File: src/rtl/traffic_pkg.sv
// traffic_pkg: shared types, LFSR constants and flit packing for the NoC traffic generator
package traffic_pkg;
  localparam int ID_WIDTH = 8;
  localparam int MAX_WIDTH = 64;
  localparam logic [15:0] LFSR_SEED = 16'hACE1;
  localparam logic [15:0] LFSR_TAPS = 16'hB400;
  typedef enum logic [1:0] {IDLE, SEND, GAP, DONE} state_t;
  function automatic logic [15:0] lfsr_step(input logic [15:0] s);
    return {s[14:0], ^(s & LFSR_TAPS)};
  endfunction
  function automatic logic [MAX_WIDTH-1:0] pack_flit(input int aw, input int dw,
      input logic [MAX_WIDTH-1:0] src, input logic [MAX_WIDTH-1:0] dst,
      input logic [MAX_WIDTH-1:0] id, input logic [MAX_WIDTH-1:0] seq);
    logic [MAX_WIDTH-1:0] am, dm;
    am = (64'd1 << aw) - 64'd1;
    dm = (64'd1 << dw) - 64'd1;
    return ((src & am) << (aw + ID_WIDTH + dw)) | ((dst & am) << (ID_WIDTH + dw)) |
           ((id & 64'hFF) << dw) | (seq & dm);
  endfunction
endpackage

File: src/rtl/traffic_lfsr.sv
// traffic_lfsr: 16-bit Fibonacci LFSR (taps 16,14,13,11) stepping once per advance
// Ports: clk, rst (async, active-high), advance (step enable), state (current LFSR value)
module traffic_lfsr #(
  parameter logic [15:0] SEED = 16'hACE1
) (
  input  logic        clk,
  input  logic        rst,
  input  logic        advance,
  output logic [15:0] state
);
  import traffic_pkg::*;
  always_ff @(posedge clk or posedge rst)
    if (rst) state <= SEED;
    else if (advance) state <= lfsr_step(state);
endmodule

File: src/rtl/traffic_gen.sv
// traffic_gen: synthetic NoC flit source {src,dst,id,seq} with valid/ready, gap and packet budget
// Ports: clk, rst (async, active-high), enable, done (sticky), data_out, valid_out, ready_in,
//        sent_count (saturating transfer count)
// Macro TRAFFIC_GEN_RANDOM_DST_EN: pseudo-random destination from an LFSR instead of DEST.
module traffic_gen #(
  parameter int         WIDTH        = 32,
  parameter int         N            = 16,
  parameter int         N_ADDR_WIDTH = $clog2(N),
  parameter logic [7:0] ID           = 8'd0,
  parameter int         NODE         = 0,
  parameter int         DEST         = N - 1,
  parameter int         GAP          = 0,
  parameter int         NUM_PKTS     = 100
) (
  input  logic             clk,
  input  logic             rst,
  input  logic             enable,
  output logic             done,
  output logic [WIDTH-1:0] data_out,
  output logic             valid_out,
  input  logic             ready_in,
  output logic [31:0]      sent_count
);
  import traffic_pkg::*;
  localparam int DW = WIDTH - 2 * N_ADDR_WIDTH - ID_WIDTH;
  if (DW < 1 || WIDTH > MAX_WIDTH) begin : g_bad_width
    $error("traffic_gen: WIDTH leaves no room for seq or exceeds MAX_WIDTH");
  end
  state_t                  state;
  logic [DW-1:0]           seq;
  logic [31:0]             gap_cnt;
  logic [N_ADDR_WIDTH-1:0] dst_cur, dst_nxt;
  logic                    last;
  assign last = NUM_PKTS != 0 && {1'b0, sent_count} + 33'd1 == 33'(NUM_PKTS);
  function automatic logic [WIDTH-1:0] flit(input logic [DW-1:0] s, input logic [N_ADDR_WIDTH-1:0] d);
    return WIDTH'(pack_flit(N_ADDR_WIDTH, DW, 64'(NODE), 64'(d), 64'(ID), 64'(s)));
  endfunction
`ifdef TRAFFIC_GEN_RANDOM_DST_EN
  logic [15:0] lfsr;
  function automatic logic [N_ADDR_WIDTH-1:0] pick(input logic [15:0] s);
    int v;
    v = int'(s[N_ADDR_WIDTH-1:0]) % N;
    v = (v == NODE) ? (NODE + 1) % N : v;
    return N_ADDR_WIDTH'(v);
  endfunction
  traffic_lfsr #(.SEED(LFSR_SEED ^ 16'(ID))) u_lfsr (
    .clk(clk), .rst(rst), .advance(valid_out & ready_in), .state(lfsr)
  );
  // back-to-back flits are formed at the transfer edge, so they need the post-step LFSR value
  assign dst_cur = pick(lfsr);
  assign dst_nxt = pick(lfsr_step(lfsr));
`else
  assign dst_cur = N_ADDR_WIDTH'(DEST);
  assign dst_nxt = dst_cur;
`endif
  always_ff @(posedge clk or posedge rst)
    if (rst) begin
      state      <= IDLE;
      valid_out  <= 1'b0;
      data_out   <= '0;
      done       <= 1'b0;
      sent_count <= '0;
      seq        <= '0;
      gap_cnt    <= '0;
    end else begin
      case (state)
        IDLE: if (enable) begin
          state     <= SEND;
          valid_out <= 1'b1;
          data_out  <= flit(seq, dst_cur);
        end
        SEND: if (ready_in) begin
          seq <= seq + 1'b1;
          if (sent_count != '1) sent_count <= sent_count + 32'd1;
          if (last) begin
            state     <= DONE;
            valid_out <= 1'b0;
            done      <= 1'b1;
          end else if (!enable) begin
            state     <= IDLE;
            valid_out <= 1'b0;
          end else if (GAP > 0) begin
            state     <= traffic_pkg::GAP;
            valid_out <= 1'b0;
            gap_cnt   <= 32'(GAP);
          end else data_out <= flit(seq + 1'b1, dst_nxt);
        end
        traffic_pkg::GAP:
          if (!enable) state <= IDLE;
          else if (gap_cnt == 32'd1) begin
            state     <= SEND;
            valid_out <= 1'b1;
            data_out  <= flit(seq, dst_cur);
          end else gap_cnt <= gap_cnt - 32'd1;
        default: ;
      endcase
    end
endmodule

File: config.mk
export PLATFORM = sky130hd
export DESIGN_NAME = traffic_gen
export DESIGN_NICKNAME = d
export VERILOG_FILES = /design/src/rtl/traffic_pkg.sv /design/src/rtl/traffic_lfsr.sv /design/src/rtl/traffic_gen.sv
export SDC_FILE = /design/constraint.sdc
export NUM_CORES = 1
export LEC_CHECK = 0
export ABC_AREA = 1
export BUFFER_PORTS_ARGS = -buffer_cell sky130_fd_sc_hd__buf_4
export CAP_MARGIN = 20
export CELL_PAD_IN_SITES_DETAIL_PLACEMENT = 0
export CELL_PAD_IN_SITES_GLOBAL_PLACEMENT = 1
export CORE_ASPECT_RATIO = 1.75
export CORE_UTILIZATION = 43
export DETAILED_ROUTE_END_ITERATION = 8
export PLACE_DENSITY_LB_ADDON = 0.08
export SYNTH_ARGS = -nofsm -noshare
export SYNTH_HDL_FRONTEND = slang
export SYNTH_SLANG_ARGS = --single-unit
File: constraint.sdc
create_clock -name clk -period 3.8 [get_ports clk]
set_input_delay 0.57 -clock clk [delete_from_list [all_inputs] [get_ports clk]]
set_output_delay 0.57 -clock clk [all_outputs]
set_load 0.005 [all_outputs]
# After elaboration in Yosys (flattened, before gate mapping)
# Index checks and enable logic that the tools add are counted.
totals:
  ff_bits: 116
  wordCells: 55
classes:
  addsub: 4
  eq_ne: 13
  mux: 21
  n_bitwise: 1
  n_reduce_logical: 9
ops:
  columns: ["op", "n"]
  rows:
  - ["two-way mux 32 bit", 6]
  - ["case mux 32 bit (3 select lines)", 1]
  - ["adder 32 x 1 -> 33 bit (second input constant)", 1]
  - ["== test 33 x 7 -> 1 bit (second input constant)", 1]
  - ["adder 32 x 1 -> 32 bit (second input constant)", 1]
  - ["== test 32 x 1 -> 1 bit (second input constant)", 1]
  - ["!= test 32 bit (second input constant)", 1]
  - ["subtractor 32 x 1 -> 32 bit (second input constant)", 1]
  - ["adder 16 x 1 -> 16 bit (second input constant)", 1]
  - ["two-way mux 2 bit", 6]
  - ["!= test 2 bit (second input constant)", 6]
  - ["AND reduction 3 bit", 3]
  - ["AND reduction 7 bit", 1]
  - ["two-way mux 1 bit", 6]
  - ["!= test 3 bit (second input constant)", 2]
  - ["case mux 2 bit (3 select lines)", 1]
  - ["AND reduction 6 bit", 1]
  - ["AND reduction 5 bit", 1]
  - ["case mux 1 bit (3 select lines)", 1]
  - ["nonzero test 3 bit", 1]
  - ["== test 2 x 1 -> 1 bit (second input constant)", 1]
  - ["== test 2 bit (second input constant)", 1]
  - ["logical NOT 2 bit", 1]
  - ["AND reduction 2 bit", 1]
  - ["NOT 1 bit", 1]

# Longest topological paths before layout
# Gate-level depths: netlist (run 1).
logic_depth:
  ltp_word: 5
  ltp_mapped: 16

# Worst setup path before layout (run 1)
# Ideal clock, no wire load.
synth_timing:
  kind: "reg-to-reg"
  startpoint: "register sent_count[0]"
  endpoint: "register data_out[1]"
  setup_ps: 116
  arrival_time_ps: 2057
  required_time_ps: 3684
  slack_ps: 1627
  path_stages_with_launch: 16
  period_less_slack_ps: 2173
  path_cell_list: "dfrtp_1 ha_1 inv_1 nor2_4 nand2_2 nor2_4 nand2_1 nand2_1 nand2_1 nor2_1 nand2_1 nor2_2 nand4_4 buf_2 nand3_1 nand2_1"
synth_between:
  elab_chain_len: 4
synth_rtl:
  columns: ["element", "line", "source"]
  rows:
  - ["start: declaration", "traffic_gen.sv:22", "output logic [31:0] sent_count"]
  - ["start signal: assignment", "traffic_gen.sv:74", "if (sent_count != '1) sent_count <= sent_count + 32'd1;"]
  - ["adder 32 x 1 -> 33 bit", "traffic_gen.sv:34", "assign last = NUM_PKTS != 0 && {1'b0, sent_count} + 33'd1 == 33'(NUM_PKTS);"]
  - ["== test 33 x 7 -> 1 bit", "traffic_gen.sv:34", null]
  - ["!= test 2 bit (no line)", null, null]
  - ["AND reduction 7 bit (no line)", null, null]
  - ["end signal: assignment", "traffic_gen.sv:70", "data_out <= flit(seq, dst_cur);"]
  - ["end signal: assignment", "traffic_gen.sv:86", "end else data_out <= flit(seq + 1'b1, dst_nxt);"]
  - ["end signal: assignment", "traffic_gen.sv:93", "data_out <= flit(seq, dst_cur);"]
  - ["end: declaration", "traffic_gen.sv:19", "output logic [WIDTH-1:0] data_out,"]
# No other way between the ends.
# A chain may end at the register's enable or synchronous reset.

# Worst setup path after layout (run 1)
layout_timing:
  startpoint: "register state[1]"
  endpoint: "register sent_count[3]"
layout_between:
  elab_chain_len: 2
layout_rtl:
  columns: ["element", "line", "source"]
  rows:
  - ["start: declaration", "traffic_gen.sv:29", "state_t state;"]
  - ["start signal: assignment", "traffic_gen.sv:83", "state <= traffic_pkg::GAP;"]
  - ["== test 2 x 1 -> 1 bit", "traffic_gen.sv:66", "case (state)"]
  - ["AND reduction 3 bit (no line)", null, null]
# No other way between the ends.

==> implementation parameters, run 1 <==
Parameter                              Value

STA
  Share of the clock period used by the worst path after layout    about 80%
  Setup repair after global routing missed its margin    no
  Final number of max-transition violations    0
  Final setup viols    0
  Tightest slew margin relative to the limit    43.1%
  Worst Clk Skew    slightly below 0.009 ns
  Setup total negative slack    0 ns
  Post-layout minimum cycle time    approximately 3.0 ns
  Number of hold violations in the final report    0
  Maximum achievable frequency    between 0.3 and 0.4 GHz
  Measured slew at the worst slew-check pin    0.853 ns

Logic synthesis
  Post-synthesis average cell area    slightly above 7 sq um
  Cell count after synthesis    between 800 and 900
  Cell Area, Synth    around 6200 sq um
  Sequential cell area fraction in the yosys report    roughly two fifths
  Post-synthesis async set-or-reset flop share    between 90% and 100%
  Predominant post-synthesis flop cell    sky130_fd_sc_hd__dfrtp_1
  Distinct cell type count of the synthesized netlist    33
  Number of enable-type register cells in the synthesized netlist    0
  Number of register bits inferred by synthesis    101
  Ys Warns    0

Clock network
  Clock root buffer    sky130_fd_sc_hd__clkbuf_16
  Num Clock Sinks    around 100
  TritonCTS clock tree    done
  Post CTS Setup Buffer Count    0
  Clock transition at the register clock pins on the worst setup and hold paths after CTS    0.07 ns
  CTS max path bufs    2
  Hold-fix buffer count after cts    0
  Number of buffers created by CTS    9
  Post-cts sizing count    0
  Count of H-tree levels built during CTS    3
  Worst-Skew Late Latency    0.34 ns

Pwr
  Share of power burned in combinational logic    roughly a third
  Maximum vdd drop    ~0.00029 V
  Power dissipated by switching net loads    about 1.3 mW
  Design internal power    roughly 2.1 mW
  Clock group share of total power    roughly a quarter
  Leakage power    3.37 nW
  Sum of internal, switching and leakage power    between 3 and 4 mW
  Sequential cell fraction of total power    42.0%
  Power Dens Cells    slightly below 500 nW/um^2
  Proportion of total power due to net switching    38.7%

Critical path
  CP max FO    46
  Critical register-to-register path endpoint    sent_count[3]
  Kind of start point of the critical path    flip-flop
  Element type at the critical path end    flip-flop
  Crit Reg-Reg Startpoint    state[1]
  Data required time of the worst path    a little over 4 ns
  Arrival time at the worst endpoint    approximately 3.3 ns
  Critical path type    reg2reg
  Reg2reg path depth    8
  Worst setup slack for register-to-register paths    between 0.7 and 0.8 ns

Routing
  Number of search-and-repair iterations in the first detailed-routing pass    4
  Drt initial violations    210
  Routed length per placed instance    14.6 microns
  Number of remaining DRC errors    0
  Routed via count    5551
  Final WL    between 15000 and 20000 microns
  Post-detailed-route via-to-cell ratio    5.02
  Count of antenna-violating nets left after detailed routing    0

Cells and area
  Most frequent standard cell in the layout excluding fill and tap cells    sky130_fd_sc_hd__nand2_1
  # fillers    roughly 1500
  Leading cell types in the layout, fill and taps excluded    283 x sky130_fd_sc_hd__nand2_1, 105 x sky130_fd_sc_hd__nor2_1, 101 x sky130_fd_sc_hd__dfrtp_1
  Net count of the finished layout    roughly 940
  Post-synthesis to final-layout area growth    12.8%
  Fraction of layout cells with a size suffix above 1    ~11%
  Post-layout utilization of the core    about half
  Inserted Diodes    0
  Number of standard cells in the final layout excluding fillers    roughly 1100

Global routing
  Antenna violations before repair    0
  Pin count of the biggest net entering global routing    just over 50
  Global-route congestion overflow total    0
  Wire length of the first global-routing pass    between 20000 and 30000 microns
  Overall track demand over capacity in global routing    22.8%
  Number of global-route vias before repair    between 5000 and 6000

Placement
  Buffers on Ports    57
  Placed instance count    ~1100
  Half-perimeter wire length after detailed placement    around 12000 microns
  Routability cong.    around 0.84

Floorplan
  Horizontal die dimension    just over 90 microns
  Area of the die    14900 sq um
  Effective utilization at floorplan    approximately 44%
  Cell Rows    57
  Core region area    14000 sq um
  Die Height    around 160 microns
  Top-level port count    70

Hold path
  Path class of the lowest-slack min-delay path    in2async

Run status
  Result of the run    completed

Job
  Max-cap violations    0
[sequential cells by signal, summed over array words and instances, names as in the netlist]
name,cells
sent_count,32
seq,16
data_out,17
valid_out,1
done,1
gap_cnt,32
state,2
[cells by family after synthesis]
family	count (synthesis)	share of synthesized area, %
xor+xnor	44	6.21
buf+inv	131	9.10
simple gates	513	36.1
flops	101	40.8
other cells	1	0.0605
compound gates	75	6.15
fa+ha+maj	8	1.61
[power groups by stage]
stage / logic, mW / clock network, mW / registers, mW
after CTS: 1.18 / 0.872 / 1.45
after detailed placement: 1.17 / 0 / 1.47
after global routing: 1.33 / 0.903 / 1.48
after floorplan: 0.784 / 0 / 1.44
final: 1.17 / 0.840 / 1.45
after global placement: 1.16 / 0 / 1.47
[stage by stage]
step | worst slack [ns] | cell area (sq um) | hold WS (ns)
4_1_cts | 0.772 | 6990 | 0.372
3_3_place_gp | 0.863 | 6740 | 0.455
5_1_grt | 0.390 | 6990 | 0.401
2_1_floorplan | 0.583 | 6240 | 0.456
3_5_place_dp | 0.779 | 6740 | 0.460
6_report | 0.761 | 6990 | 0.345
[how the worst max path moves through the flow]
stage / startpoint / end / slack (ns) / cells past startpoint
final: state[1] / sent_count[3] / 0.76 / 8
after global routing: state[1] / sent_count[3] / 0.39 / 8
after CTS: state[1] / sent_count[3] / 0.77 / 8
after detailed placement: state[1] / sent_count[3] / 0.78 / 8
after global placement: state[1] / sent_count[3] / 0.86 / 8
after floorplan: rst / data_out[0] / 0.58 / 1
[critical path, cell delays in order, from the launching register on]
cell and delay (ns):
sky130_fd_sc_hd__dfrtp_1 0.42, sky130_fd_sc_hd__inv_1 0.09, sky130_fd_sc_hd__ha_1 0.17, sky130_fd_sc_hd__nand2_1 0.34
sky130_fd_sc_hd__inv_1 0.48, sky130_fd_sc_hd__nand2_1 0.43, sky130_fd_sc_hd__inv_2 0.68, sky130_fd_sc_hd__nand2_1 0.14
sky130_fd_sc_hd__xor2_1 0.17
[cells in the mapped netlist (all sizes together), types with 9 or more instances]
| library cell | count | share of area [%] |
|---|---|---|
| nand2 | 290 | 18 |
| nor2 | 121 | 8.8 |
| dfrtp | 101 | 41 |
| inv | 101 | 6.1 |
| o21ai | 68 | 5.5 |
| nand3 | 54 | 4.4 |
| xor2 | 35 | 4.9 |
| buf | 20 | 2.4 |
| nand4 | 18 | 2.1 |
| nor3 | 17 | 1.4 |
| clkbuf | 9 | 0.54 |
| xnor2 | 9 | 1.3 |
[area by class of cell]
class | instances | area [sq um] | share of cell area (%)
sequential | 101 | 2530 | 36.1
clock inverter | 4 | 27.5 | 0.394
tap | 177 | 221 | 3.17
timing repair buffer | 60 | 450 | 6.44
multi-input combinational | 652 | 3150 | 45.1
inverter | 102 | 385 | 5.51
clock buffer | 10 | 229 | 3.27
[routing by layer]
layer  up-vias  GRT usage, %  share of wire, %
met5         -             0                 0
met2       107          42.8                55
met3        27          2.32               2.3
li1       2801             -                 -
met1      2616          25.4                40
met4         0          9.72               2.9
Note: power is estimated with default switching activity, not from simulation.
==> run 2, diff against run 1 <==
- clock period: 3.8 -> 2.9 ns (I/O delays scaled with it)
==> run 2 against run 1 <==
Compared with the run above:
- clock power up 43%
- worst setup slack worse by 0.46 ns
- largest cell class unchanged
- largest power group unchanged
- count of clock-buffer cells in the layout up 1
==> implementation parameters, run 2 (synthesized netlist as in run 1, its figures left out) <==
Parameter                              Value

Clock network
  Worst-Skew Late Latency    0.34 ns (about the same)
  Clock transition at the register clock pins on the worst setup and hold paths after CTS    0.07 ns (about the same)
  Number of buffers created by CTS    9 (unchanged)
  CTS max path bufs    2 (unchanged)
  Num Clock Sinks    101 (unchanged)
  Count of H-tree levels built during CTS    3 (unchanged)
  TritonCTS clock tree    done
  Clock root buffer    sky130_fd_sc_hd__clkbuf_16

Routing
  Routed via count    5551 (unchanged)
  Count of antenna-violating nets left after detailed routing    0 (unchanged)
  Drt initial violations    156 (-26%)
  Number of remaining DRC errors    0 (unchanged)
  Post-detailed-route via-to-cell ratio    4.96 (-1.3%)
  Number of search-and-repair iterations in the first detailed-routing pass    5 (+1)
  Final WL    16100 microns (about the same)
  Routed length per placed instance    14.4 microns (-1.3%)

Cells and area
  # fillers    1443 (-2.0%)
  Fraction of layout cells with a size suffix above 1    12.4% (+1.2 points)
  Inserted Diodes    0 (unchanged)
  Leading cell types in the layout, fill and taps excluded    283 x sky130_fd_sc_hd__nand2_1, 105 x sky130_fd_sc_hd__nor2_1, 101 x sky130_fd_sc_hd__dfrtp_1
  Post-synthesis to final-layout area growth    15.1%
  Register cell area after layout    2530 sq um (unchanged)
  Net count of the finished layout    951 (+1.4%)
  Most frequent standard cell in the layout excluding fill and tap cells    sky130_fd_sc_hd__nand2_1
  Final Instance Area    7140 sq um (+2.1%)
  Registers with the most flip-flops    gap_cnt: 32 flops, sent_count: 32 flops, data_out: 17 flops
  Number of standard cells in the final layout excluding fillers    1120 (+1.3%)
  Area occupied by multi-input gates    3160 sq um (+0.28%)

Pwr
  Power Dens Cells    658 nW/um^2 (+33%)
  Maximum vdd drop    0.000412 V (+42%)
  Leakage power    3.46 nW (+2.4%)
  Sum of internal, switching and leakage power    4.70 mW (+36%)

STA
  Maximum achievable frequency    0.385 GHz (+17%)
  Tightest slew margin relative to the limit    53.0% (+9.9 points)
  Worst Clk Skew    0.0104 ns (+0.00169 ns)
  Setup slack after layout    0.303 ns (-0.458 ns)
  Measured slew at the worst slew-check pin    0.705 ns (-0.148 ns)
  Number of hold violations in the final report    0 (unchanged)
  Final setup viols    0 (unchanged)
  Setup repair after global routing missed its margin    no
  Final number of max-transition violations    0 (unchanged)
  Post-layout minimum cycle time    2.60 ns (-0.442 ns)
  Share of the clock period used by the worst path after layout    89.6% (+9.6 points)
  Setup total negative slack    0 ns (unchanged)

Floorplan
  Effective utilization at floorplan    44.4% (unchanged)
  Top-level port count    70 (unchanged)
  Horizontal die dimension    92.8 microns (unchanged)
  Cell Rows    57 (unchanged)
  Die Height    161 microns (unchanged)
  Area of the die    14900 sq um (unchanged)
  Core region area    14000 sq um (unchanged)

Critical path
  CP max stage delay    0.40 ns (-0.28 ns)
  Arrival time at the worst endpoint    2.82 ns (-0.44 ns)
  Data required time of the worst path    3.13 ns (-0.90 ns)
  Cell-by-cell listing of the critical path    ha_1 -> inv_1 -> nor2_4 -> nand2_1 -> nor2_2 -> nand2_1 -> nand2_1 -> nand2_1 -> nor2_1 -> nand2_1 -> nor2_2 -> nand4_4 -> buf_4 -> nand3_1 -> nand2_1
  Critical path type    reg2reg
  CP max FO    9 (-80%)
  Cell with the largest stage delay on the worst path    sky130_fd_sc_hd__dfrtp_1
  Kind of start point of the critical path    flip-flop
  Element type at the critical path end    flip-flop
  Cell occurring most often along the worst timing path    sky130_fd_sc_hd__nand2_1

Global routing
  Overall track demand over capacity in global routing    23.0% (+0.19 points)
  Pin count of the biggest net entering global routing    51 (unchanged)
  Number of global-route vias before repair    5845 (+4.0%)
  Wire length of the first global-routing pass    27100 microns (+0.82%)
  Antenna violations before repair    0 (unchanged)
  Global-route congestion overflow total    0 (unchanged)

Placement
  Routability cong.    0.854 (+1.8%)
  Placed instance count    1104 (+1.1%)
  Half-perimeter wire length after detailed placement    12700 microns (+3.2%)
  Buffers on Ports    57 (unchanged)
  Placement Setup Slack    0.260 ns (-0.519 ns)
  Dpl cell area    6840 sq um (+1.5%)

Job
  Max-cap violations    0 (unchanged)

Hold path
  Path class of the lowest-slack min-delay path    in2async

Run status
  Result of the run    completed
==> run 2: cell count changes in the layout (fill, tap and decap cells not counted), sizes merged <==
cell	previous run	this run
clkbuf	10	11
bufinv	0	1
buf	60	73
inv	101	100
==> run 2: worst paths after layout <==
kind	startpoint	to	slack, ns	depth (start not counted)
max	sent_count[0]	data_out[13]	0.30	15
min	rst	data_out[9]	0.17	2
max reg2reg	sent_count[0]	data_out[13]	0.30	15
min reg2reg	data_out[15]	data_out[15]	0.47	2
min in group clk	data_out[15]	data_out[15]	0.47	2
max in group asynchronous	rst	gap_cnt[1]	1.97	3
==> run 2: per-layer routing <==
layer	wire, microns	track usage, %	vias up	share of wire (%)
met3	386	2.89	43	2.4
met4	664	12.9	0	4.1
met1	6400	24.2	2560	40
met2	8690	42.9	115	54
met5	0	0	-	0
li1	-	-	2833	-
==> run 2: final cells by class <==
class / instances / area share (%)
tap: 177 / 3.10
inverter: 102 / 5.42
clock inverter: 4 / 0.701
clock buffer: 11 / 3.26
multi-input combinational: 652 / 44.3
sequential: 101 / 35.4
timing repair buffer: 73 / 7.85
==> run 2: where the power goes <==
part | total, mW | switching, mW | internal, mW
clock | 1.20 | 0.531 | 0.665
sequential | 1.91 | 0.269 | 1.64
combinational | 1.59 | 0.979 | 0.614
total | 4.70 | 1.78 | 2.92
==> run 2: repair_timing <==
action / 4_1_cts / 5_1_grt
hold endpoints to repair: 0 / 0
setup buffers: 0 / 1
endpoints found under the setup margin: 0 / 1
gates resized for setup: 0 / 1
hold buffers: 0 / 0
==> run 2: through the flow <==
step | hold slack, ns | utilization (%)
finish | 0.169 | 51.1
global route | 0.210 | 51.1
CTS | 0.186 | 50.9
detailed placement | 0.462 | 48.9
global placement | 0.459 | 48.9
floorplan | 0.456 | -
==> run 2: worst max-delay path, delay by kind of cell (launching register included) <==
kind,cells,cell delay (ns)
AND/OR/NAND/NOR,12,1.50
flip-flops,1,0.40
buffers and inverters,2,0.34
adder cells (fa/ha/maj),1,0.24
